## src/rtl/pipe_stage_reg.sv

```systemverilog
// Elastic pipeline stage register: valid/ready handshake, stall hold, flush-to-bubble.
// Optional starvation counter on bubble_cnt, enabled by defining PIPE_STAGE_PERF_EN.
module pipe_stage_reg #(
  parameter int               WIDTH         = 32,
  parameter logic [WIDTH-1:0] RESET_VAL     = 32'h00000013,
  parameter logic             RESET_VALID   = 1'b0,
  parameter logic [WIDTH-1:0] BUBBLE_VAL    = 32'h00000013,
  parameter bit               HOLD_ON_STALL = 1'b0,
  parameter int               CNT_W         = 16
) (
  input  logic             clk,
  input  logic             reset,
  input  logic             in_valid,
  input  logic [WIDTH-1:0] in_data,
  output logic             in_ready,
  input  logic             stall,
  input  logic             flush,
  output logic             out_valid,
  output logic [WIDTH-1:0] out_data,
  input  logic             out_ready,
  output logic [CNT_W-1:0] bubble_cnt
);

  logic [WIDTH-1:0] data_q, data_d;
  logic             valid_q, valid_d;
  logic             load;

  assign in_ready = !reset && !flush && !stall && (!valid_q || out_ready);
  assign load     = in_valid && in_ready;

  // Priority: flush > stall > load > drain; load also covers drain+refill in one cycle.
  always_comb begin
    data_d  = data_q;
    valid_d = valid_q;
    if (flush) begin
      data_d  = BUBBLE_VAL;
      valid_d = 1'b0;
    end else if (!stall) begin
      if (load) begin
        data_d  = in_data;
        valid_d = 1'b1;
      end else if (valid_q && out_ready) begin
        data_d  = BUBBLE_VAL;
        valid_d = 1'b0;
      end
    end
  end

  always_ff @(posedge clk) begin
    if (reset) begin
      data_q  <= RESET_VAL;
      valid_q <= RESET_VALID;
    end else begin
      data_q  <= data_d;
      valid_q <= valid_d;
    end
  end

  // PC-style stages keep presenting the stored value through a stall.
  generate
    if (HOLD_ON_STALL) begin : g_hold
      assign out_valid = valid_q;
      assign out_data  = valid_q ? data_q : BUBBLE_VAL;
    end else begin : g_bubble
      assign out_valid = valid_q && !stall;
      assign out_data  = out_valid ? data_q : BUBBLE_VAL;
    end
  endgenerate

`ifdef PIPE_STAGE_PERF_EN
  logic [CNT_W-1:0] cnt_q, cnt_d;

  always_comb begin
    cnt_d = cnt_q;
    if (out_ready && !out_valid && (cnt_q != {CNT_W{1'b1}}))
      cnt_d = cnt_q + CNT_W'(1);
  end

  always_ff @(posedge clk) begin
    if (reset) cnt_q <= '0;
    else       cnt_q <= cnt_d;
  end

  assign bubble_cnt = cnt_q;
`else
  assign bubble_cnt = '0;
`endif

endmodule

```

## config.mk

```make
export PLATFORM = sky130hd
export DESIGN_NAME = pipe_stage_reg
export DESIGN_NICKNAME = d
export VERILOG_FILES = /design/src/rtl/pipe_stage_reg.sv
export SDC_FILE = /design/constraint.sdc
export NUM_CORES = 1
export LEC_CHECK = 0
export CAP_MARGIN = 20
export CELL_PAD_IN_SITES_DETAIL_PLACEMENT = 0
export CELL_PAD_IN_SITES_GLOBAL_PLACEMENT = 1
export CORE_MARGIN = 3
export CORE_UTILIZATION = 28
export DETAILED_ROUTE_END_ITERATION = 16
export PLACE_DENSITY = 0.88
export RECOVER_POWER = 25
export SYNTH_ARGS = -nofsm -noshare
export SYNTH_HDL_FRONTEND = slang
export SYNTH_SLANG_ARGS = --single-unit
```

## constraint.sdc

```tcl
create_clock -name clk -period 3.45 [get_ports clk]
set_input_delay 0.5175 -clock clk [delete_from_list [all_inputs] [get_ports clk]]
set_output_delay 0.5175 -clock clk [all_outputs]
set_load 0.01 [all_outputs]
```

== Word-level counts from Yosys, hierarchy flattened ==
Cells that the tools add are included.

* Bits of input ports: 38
* Register bits after elaboration: 33
* Output and inout bits: 50
* Logic and storage cells: 22

* Bitwise logic cells: 1
* Reductions and logical operators: 14
* Muxes and demuxes: 5

{| class="wikitable"
|+ Operators by type and width
! cell !! count
|-
| $mux 32 || 3
|-
| $logic_and 1x1->1 || 6
|-
| $logic_not 1->1 || 4
|-
| $mux 1 || 2
|-
| $reduce_and 2->1 || 1
|-
| $reduce_bool 2->1 || 1
|-
| $reduce_or 2->1 || 1
|-
| $logic_or 1x1->1 || 1
|-
| $not 1->1 || 1
|}

== Longest topological paths before layout ==
* Depth after elaboration: 7
* Gate-level depth with buffers: 4
* Gate-level depth less buffers: 3

== Worst setup path before layout ==
OpenSTA, ideal clock, no wires.

* Kind: input port to output port
* From: in stall
* To: out out_data[25]
* Path slack: 1.689 ns
* Arrival: 1.244 ns
* Required time: 2.932 ns
* Buffers on the path: 1
* Stages on the path: 3
* Path through: nor2b_1 > clkbuf_1 > and2_1

* Word-level cells in the longest chain between the ends: 3

{| class="wikitable"
|+ Ends and longest elaborated chain
! element !! line !! text
|-
| start, declared || 16 || <nowiki>input logic stall,</nowiki>
|-
| $logic_not 1->1 || 65 || <nowiki>assign out_valid = valid_q && !stall;</nowiki>
|-
| $logic_and 1x1->1 || 65 ||
|-
| named net out_valid || 18 || <nowiki>output logic out_valid,</nowiki>
|-
| $mux 32 || 66 || <nowiki>assign out_data = out_valid ? data_q : BUBBLE_VAL;</nowiki>
|-
| end, declared || 19 || <nowiki>output logic [WIDTH-1:0] out_data,</nowiki>
|}

The timed path passes the listed nets, and every way through them passes these cells.

== Worst setup path after layout ==
* From: in stall
* To: out out_data[11]

* Word-level cells in the longest chain between the ends: 3

{| class="wikitable"
|+ Ends and longest elaborated chain
! element !! line
|-
| $logic_not 1->1 || 65
|-
| $logic_and 1x1->1 || 65
|-
| $mux 32 || 66
|}

No other way between the ends.

==> metrics.txt <==
setup_tns=0 ns; Crit Path Max Fanout=19; DR iter-0 viols=23; vias in the first global route=1170; maxcap violations=0; setup bufs post-CTS=0; drt pass-1 iters=4; average size of a mapped cell=a little over 10 um^2; RSZ-0062 raised after global routing=false; worst setup path class=in -> out; leakage power=0.0009185 uW; CTS tree=built; fmax=371.3 MHz; vias per cell=4.188; HP Class=reg -> reg; power per cell area=roughly 340 mW/mm^2; Peak supply drop=~0.15 mV; largest net degree at the start of global routing=20; clock skew=0.004105 ns; clock sink count=33; initial antenna violation count=0; most frequent cells in the layout=clkdlybuf4s50_1 (70), dfxtp_1 (33), and2_1 (29); Critical Path AT=2.18 ns; WL final=about 3.4 mm; post-synthesis sequential area ratio=45.09%; gpl congestion=0.7076; IO Port Bufs=71; Slew Viols, Final=0; Antenna Cells=0; Clock transition at path regs=0.06 ns; Die H=78.34 um; final hold vios=0; Startpoint Class=input pin; DRT antenna net count=0; Ports=approximately 90; global-route wire length before repair=about 5.3 mm; grt total ovfl=0; top cell type's share of synthesized area=~45%; chip width=around 78 um; hold-fix buffers at CTS=0; Global Route Usage Sum=11.14%; Initial Util=30.03%; DR WL/cell=11.89 um; H-Tree Depth=2; outcome=complete, no violations; top cells by area, synth=dfxtp_1 (45%), and2_1 (12%), a22o_1 (9.6%); final period utilization=78.05%; post-detail-place hpwl=2.570 mm; Synth Register Bits=33; final setup vio count=0; Cells after Synth=around 140; Num CTS Buffers=5; fin area=0.002232 mm^2; area leader, netlist=dfxtp_1; total power=around 760 uW; Critical Path Sink Type=output port; commonest non-fill, non-tap cell in the layout=clkdlybuf4s50_1; fillers=roughly 510; Die Area=roughly 0.0061 mm^2; clock root cell=clkbuf_8; Synth cell types=20; Core Rows=25; Slew headroom=roughly half; Clock Path Buffers=2; Worst-Skew Late Latency=~0.27 ns; layout cells sized above 1=around an eighth; Final nets=253; Ys Warns=0; synthesized area=0.001465 mm^2; Area Growth Syn to Fin=52.35%; vias=around 1200; Period minus WS final=2.693 ns; DRC viols=0; Post-Place Cell Area=around 0.0022 mm^2; Core ar.=about 0.0049 mm^2; post_cts resized=0; worst path required time=2.93 ns; worst slew pin tran=0.7277 ns
## per-stage QoR
stage,setup slack [ns],hold slack (ns),util (%),cells
finish,0.7571,0.4692,45.74,282
global route,0.6466,0.4885,45.74,282
CTS,0.7936,0.4758,46.21,282
detailed placement,0.7936,0.4559,44.44,275
global placement,0.8322,0.4521,44.44,275
floorplan,1.689,0.4404,-,156
## area by class of cell
type	instances	area (um^2)	share of cell area, %
Clock buffer	7	86.33	3.868
Inverter	8	30.03	1.345
Multi-Input combinational cell	90	623.1	27.91
Sequential cell	33	660.6	29.60
Tap cell	67	83.83	3.756
Timing Repair Buffer	77	748.2	33.52
## state kept, by name (all words and copies together) (netlist names)
signal / count
data_q: 32
valid_q: 1
## final timing paths
path / startpoint / endpoint / slack [ns] / depth (start not counted)
setup reg to reg: valid_q / data_q[10] / 1.61 / 4
hold / removal: data_q[26] / data_q[26] / 0.47 / 1
setup / recovery: stall / out_data[11] / 0.76 / 5
hold reg to reg: data_q[26] / data_q[26] / 0.47 / 1
## cells in the mapped netlist
library cell / count
nand2_1: 4
nor4b_4: 1
o21ai_0: 1
buf_6: 5
conb_1: 1
dfxtp_1: 33
a22o_1: 16
clkbuf_1: 3
mux2_4: 1
and2_1: 29
buf_4: 17
inv_1: 8
a21oi_1: 1
a21oi_2: 1
or2_4: 1
nor2b_1: 1
a22oi_1: 3
nor2b_2: 1
a22o_2: 13
nor3_1: 1
## power breakdown
part,switching [uW],internal [uW]
combinational,32.7,50.8
clock,125,158
sequential,3.94,390
## metal layers
metal  global-route usage (%)  wire length (um)  part of all wire (%)  up-vias
met3                    5.161               339                    10        3
met4                    3.147                29                  0.86        0
met5                        0                 0                     0        -
met1                    12.83              1385                    41      523
li1                         -                 -                     -      596
met2                    18.49              1600                    48       59
## logic make-up (layout without fill, tap and decap cells)
family,after synthesis,after routing,share of synthesized area [%]
AOI/OAI and AO/OA,35,35,21.26
buffers and inverters,33,92,15.37
DFF,33,33,45.09
and+or+nand+nor,38,38,16.99
muxes,1,1,1.024
other,1,16,0.2559
## critical path, cell delays in order
cell,delay [ns]
dlygate4sd3_1,0.62
nor2b_2,0.15
buf_4,0.20
and2_1,0.15
clkdlybuf4s50_1,0.53
No activity file was read; power rests on OpenSTA's default activity.
